<file path="src/rtl/fetch_unit.sv">
// Instruction fetch front end: owns the PC, fetches over a req/ack memory
// handshake and presents one instruction at a time to decode (valid/ready).
module fetch_unit #(
  parameter logic [31:0] RESET_PC = 32'h0000_0000,
  parameter int unsigned PC_STEP  = 4
) (
  input  logic        clk,
  input  logic        reset,
  input  logic        fetch_en,
  output logic        imem_req,
  output logic [31:0] imem_addr,
  input  logic        imem_ack,
  input  logic [31:0] imem_rdata,
  output logic        instr_valid,
  input  logic        instr_ready,
  output logic [31:0] instr,
  output logic [31:0] instr_pc,
  input  logic        redirect,
  input  logic [31:0] redirect_target,
  output logic [31:0] pc
);

  typedef enum logic [1:0] {IDLE, REQ, DRAIN, HOLD} state_t;

  localparam logic [31:0] PC_INIT = RESET_PC & ~32'h3;
  localparam logic [31:0] STEP    = 32'(PC_STEP);

  state_t      state, state_next;
  logic [31:0] target_al;
  logic [31:0] pc_next;
  logic        fetch_done;
  logic        load_addr;

  assign target_al  = redirect_target & ~32'h3;
  assign fetch_done = (state == REQ) && imem_ack && !redirect;

  always_ff @(posedge clk) begin
    if (reset) state <= IDLE;
    else       state <= state_next;
  end

  // A request in flight cannot be withdrawn: a redirect without the ack
  // parks in DRAIN until the stale response arrives.
  always_comb begin
    state_next = state;
    case (state)
      IDLE: begin
        if (fetch_en) state_next = REQ;
      end
      REQ: begin
        if (redirect)      state_next = imem_ack ? REQ : DRAIN;
        else if (imem_ack) state_next = HOLD;
      end
      DRAIN: begin
        if (imem_ack) state_next = fetch_en ? REQ : IDLE;
      end
      HOLD: begin
        if (redirect || instr_ready) state_next = fetch_en ? REQ : IDLE;
      end
      default: state_next = IDLE;
    endcase
  end

  always_comb begin
    imem_req    = (state == REQ) || (state == DRAIN);
    instr_valid = (state == HOLD);
  end

  always_comb begin
    pc_next = pc;
    if (redirect)        pc_next = target_al;
    else if (fetch_done) pc_next = pc + STEP;
  end

  // The address register is loaded only when a new request begins, so it
  // never moves while imem_req is asserted.
  assign load_addr = (state_next == REQ) && ((state != REQ) || imem_ack);

  always_ff @(posedge clk) begin
    if (reset) begin
      pc        <= PC_INIT;
      imem_addr <= '0;
      instr     <= '0;
      instr_pc  <= '0;
    end else begin
      pc <= pc_next;
      if (load_addr) imem_addr <= pc_next;
      if (fetch_done) begin
        instr    <= imem_rdata;
        instr_pc <= imem_addr;
      end
    end
  end

endmodule

</file>
<file path="config.mk">
export PLATFORM = sky130hd
export DESIGN_NAME = fetch_unit
export DESIGN_NICKNAME = d
export VERILOG_FILES = /design/src/rtl/fetch_unit.sv
export SDC_FILE = /design/constraint.sdc
export NUM_CORES = 1
export LEC_CHECK = 0
export BUFFER_PORTS_ARGS = -buffer_cell sky130_fd_sc_hd__clkbuf_2
export CORE_MARGIN = 1
export CORE_UTILIZATION = 49
export DETAILED_ROUTE_END_ITERATION = 16
export GPL_ROUTABILITY_DRIVEN = 0
export PLACE_DENSITY_LB_ADDON = 0.3
export RECOVER_POWER = 100
export SYNTH_ARGS = -nofsm -noshare
export SYNTH_HDL_FRONTEND = slang
export SYNTH_SLANG_ARGS = --single-unit
</file>
<file path="constraint.sdc">
create_clock -name clk -period 2.85 [get_ports clk]
set_input_delay 0.1425 -clock clk [delete_from_list [all_inputs] [get_ports clk]]
set_output_delay 0.1425 -clock clk [all_outputs]
set_load 0.03 [all_outputs]
</file>
# After elaboration in Yosys (flattened, before gate mapping)
# Index checks and enable logic that the tools add are counted.
classes:
  n_mux: 10
  eq_ne: 5
  reduce_logical: 8
  addsub: 1
ops:
  columns: ["operator", "count"]
  rows:
  - ["$mux 32", 2]
  - ["$add 32x3->32 const B", 1]
  - ["$mux 2", 6]
  - ["$pmux 2 s4", 1]
  - ["$eq 2x1->1 const B", 2]
  - ["$eq 2x2->1 const B", 2]
  - ["$logic_and 1x1->1", 3]
  - ["$logic_or 1x1->1", 3]
  - ["$logic_not 2->1", 1]
  - ["$ne 2x1->1 const B", 1]
  - ["$logic_not 1->1", 1]
  - ["$mux 1", 1]
totals:
  wordCells: 29
  register_bits: 130
  in_bits: 70

# Depth between registers and ports, before layout
logic_depth:
  depth_word: 5
  depth_mapped: 11

# Worst setup path before layout
# OpenSTA, ideal clock, no wires.
synth_timing:
  path_type: "register to register"
  from: "register pc[2]"
  to: "register imem_addr[22]"
  period_less_slack_ps: 2312
  t_arrival_ps: 2241
  path_slack_ps: 538
  path_stages_with_launch: 8
  n_path_buf: 0
  path_cell_list: "dfxtp_1 ha_1 nand2_1 or4_4 nor4_2 nor3_1 or3_1 a21oi_1"
synth_between:
  elab_chain_len: 3
synth_rtl:
  columns: ["element", "line_no", "rtl"]
  rows:
  - ["start: declaration", "20", "output logic [31:0] pc"]
  - ["start signal: assignment", "86", "pc <= pc_next;"]
  - ["$add 32x3->32", "72", "else if (fetch_done) pc_next = pc + STEP;"]
  - ["$mux 32", "72", null]
  - ["$mux 32", "71", "if (redirect) pc_next = target_al;"]
  - ["end signal: assignment", "87", "if (load_addr) imem_addr <= pc_next;"]
  - ["end: declaration", "11", "output logic [31:0] imem_addr,"]
# Every way passes these cells.
# A chain may end at the register's enable or synchronous reset.

# Worst setup path after layout
layout_timing:
  from: "register state[1]"
  to: "register imem_addr[26]"
layout_between:
  elab_chain_len: 5
layout_rtl:
  columns: ["element", "line_no", "rtl"]
  rows:
  - ["start: declaration", "28", "state_t state, state_next;"]
  - ["start signal: assignment", "39", "else state <= state_next;"]
  - ["$mux 2 or $eq 2x1->1 (tied branches)", "52, 35, 46", null]
  - ["$mux 2 or $logic_and 1x1->1 (tied branches)", "51, 35", null]
  - ["$pmux 2 s4 or $logic_and 1x1->1 (tied branches)", "46, 35", null]
  - ["$eq 2x1->1 or $mux 32 (tied branches)", "77, 72", null]
  - ["$logic_and 1x1->1 or $mux 32 (tied branches)", "77, 71", null]
# Parallel ways exist; a longest one is shown, timed or not.

==> out/qor.csv <==
metric,value,unit
crit_buf_inv,2,
maxCapViolCount,0,
clk_pin_slew,0.06,ns
min_period,2.60,ns
cts_setup_buffers,0,
cts_max_level,4,
fp.dieArea,11400,sq um
vias,5657,
dr.pass1.iters,6,
die_x,107,um
slew_headroom,36.0,%
dp_cells,957,
dpl.hpwl,10.8,mm
cts_inserted_buffers,17,
routed_via_density,5.41,
fin_cells,1046,
finalNetCount,972,
crit_path_start,state[1]$_SDFF_PP0_,
pwr-share-clk,45.1,%
max_stage_delay,0.39,ns
p_comb_share,15.4,%
core_area,10500,sq um
slew_viol_final,0,
ant_nets,0,
grt.overflow.total,0,
power.density,686,nW/um^2
fillers,840,
grt_first_pass_wirelength,26.1,mm
peakVddDrop,0.000370,V
synth-async-reset-ratio,0,%
status,finished clean,
pin_count,200,
cts_tree,yes,
hold_viol_final,0,
synth_seq_cells,130,
worst_ep_required_time,3.24,ns
syn_inst,658,
setup_viol,0,
p_int,3.68,mW
ys_types,49,
crit_path_start_kind,register,
period_share,91.1,%
timing.fmax,0.385,GHz
diodes,0,
avgSynthCellArea,8.20,sq um
syn_to_final_growth,38.4,%
ys.warnings.count,0,
start_util,51.4,%
cts_buffer_depth,2,
track_usage,29.4,%
final_layout_size_suffix_gt1_share,12.9,%
routed_wirelength,16.6,mm
clock-skew-final,0.0112,ns
ys_seq_area_share,48.2,%
hp-class,input port to register,
crit_chain,"inv_1, ha_1, nand4b_1, nor4_1, clkbuf_1, nand4_1, xnor2_1, nor2_1, o41ai_1",
p_leak,2.84,nW
hold_start,redirect_target[10],
rsz0062_at_grt,false,
tns,0,ns
crit_path_max_fanout,9,
first_iter_violations,448,
crit_arrival,2.99,ns
swShare,28.2,%
cts_root_buf,clkbuf_8,
worst_pin_slew,0.960,ns
slowest_stage,o41ai_1,
setup.worst_path.end_class,register,
antenna_found_initial,0,
fp.dieH,107,um
syn-num-nets,733,
wl_per_cell,15.8,um
netlist_area,5400,sq um
synth-edff-count,0,
yosys_most_used_dff,dfxtp_1,
timing.rr.start,state[1]$_SDFF_PP0_,
cts_sinks,130,
p_seq_share,39.6,%
rows,37,
grt_pass1_vias,5386,
worstSetupPathType,register to register,
route.detailed.drc,0,
p_switching,1.44,mW
clock_latency,0.52,ns
cp_top_family,simple AND/OR/NAND/NOR gates,
placement.io_buffers,197,
grt_max_degree,68,
path summary, 6_finish.rpt:
path                                     end  slack, ns  cells past startpoint
setup / recovery  imem_addr[26]$_SDFFE_PP0P_       0.25                      9
hold / removal             pc[10]$_SDFF_PP0_       0.03                      4
setup reg to reg  imem_addr[26]$_SDFFE_PP0P_       0.25                      9
hold reg to reg        instr[3]$_SDFFE_PP0P_       0.45                      2
power groups by stage:
stage	combinational (mW)	clock, mW	sequential (mW)
global route	0.848	2.42	2.04
finish	0.788	2.31	2.03
floorplan	0.323	0	2.23
detailed placement	0.742	0	2.06
global placement	0.724	0	2.06
CTS	0.811	2.33	2.02
timing repair:
item,in CTS,in global routing
hold endpoints to repair,70,0
hold buffers,57,0
resized for setup,0,0
setup endpoints to repair,0,0
synthesized netlist by cell type (2+ instances only):
library cell	instances	area share, %
nor2_1	45	3.1
nand4_1	11	1.3
xor2_1	8	1.3
mux2i_1	12	2.2
and2_1	12	1.4
o21ai_0	11	1.0
or2_2	2	0.23
buf_2	5	0.46
o211ai_1	7	0.97
nand3_1	28	2.6
nor2b_1	2	0.23
and3_1	5	0.58
a31oi_1	2	0.23
nor4_1	3	0.35
nand2_1	158	11
o41ai_1	8	1.3
buf_4	3	0.42
a21oi_1	75	7.0
ha_1	5	1.2
buf_1	9	0.63
or3_1	3	0.35
o31ai_1	2	0.28
nor3_1	22	2.0
dfxtp_1	130	48
o21a_1	2	0.28
xnor2_1	18	2.9
inv_1	8	0.56
or4_4	2	0.42
and4_1	3	0.49
nor4_2	3	0.70
clkbuf_1	28	1.9
nand2b_1	6	0.70
o211a_1	4	0.74
layout by cell type (no fill, tap or decap), types with 3 or more instances in the layout:
cell type,Yosys,layout
nor4_1,3,5
a21oi_1,75,75
clkbuf_8,0,4
dlygate4sd3_1,0,57
xor2_1,8,8
and2_0,0,7
nor3_1,22,22
or3_1,3,3
mux2i_1,12,12
clkbuf_16,0,16
o211a_1,4,4
and4_1,3,3
nor2_1,45,45
nand2b_1,6,6
nand3_1,28,28
bufinv_16,0,4
and3_1,5,5
inv_1,8,8
and2_1,12,5
nand2_1,158,159
o211ai_1,7,7
o41ai_1,8,8
o21ai_0,11,11
clkinvlp_4,0,3
clkbuf_2,0,67
nand4_1,11,11
ha_1,5,5
buf_4,3,8
clkbuf_1,28,132
dfxtp_1,130,130
xnor2_1,18,18
stage by stage:
step	area (sq um)	total power [mW]	setup WS [ns]	util, %	hold slack [ns]
floorplan	5400	2.55	0.538	-	0.279
global placement	6460	2.78	0.431	61.5	0.366
detailed placement	6460	2.80	0.338	61.5	0.373
CTS	7670	5.16	0.307	73.0	0.00782
global route	7470	5.30	0.0617	71.1	0.0290
finish	7470	5.13	0.254	71.1	0.0320
worst min-delay path, delay by kind of cell:
kind | cells | cell delay, ns
buffers and inverters | 1 | 0.09
AOI/OAI and AO/OA | 1 | 0.10
and+or+nand+nor | 2 | 0.18
registers in the layout, indices dropped and copies added (netlist names):
| register | cells |
|---|---|
| imem_addr | 32 |
| instr | 32 |
| instr_pc | 32 |
| pc | 32 |
| state | 2 |
cells by family after synthesis:
family          Yosys count  share of synthesized area, %
mux                      12                          2.23
fa+ha+maj                 5                          1.16
xor+xnor                 26                          4.22
flops                   130                          48.2
buf+inv                  53                          4.01
simple gates            312                          26.8
compound gates          120                          13.4
layout make-up:
cell class | count | area (sq um) | share of cell area [%]
repair buffers | 265 | 1490 | 19.9
clock buffers | 21 | 459 | 6.15
clock inverters | 11 | 176 | 2.36
flip-flops and latches | 130 | 2600 | 34.8
well taps | 136 | 170 | 2.28
inverters | 8 | 30.0 | 0.402
multi-input cells | 475 | 2540 | 34.1
routing by layer:
layer / vias up / share of wire, % / global-route usage (%)
li1: 2727 / - / -
met1: 2656 / 41 / 33.9
met2: 231 / 49 / 49.4
met3: 43 / 7.0 / 8.21
met4: 0 / 3.2 / 15.1
met5: - / 0 / 0
No activity file was read; power rests on OpenSTA's default activity.
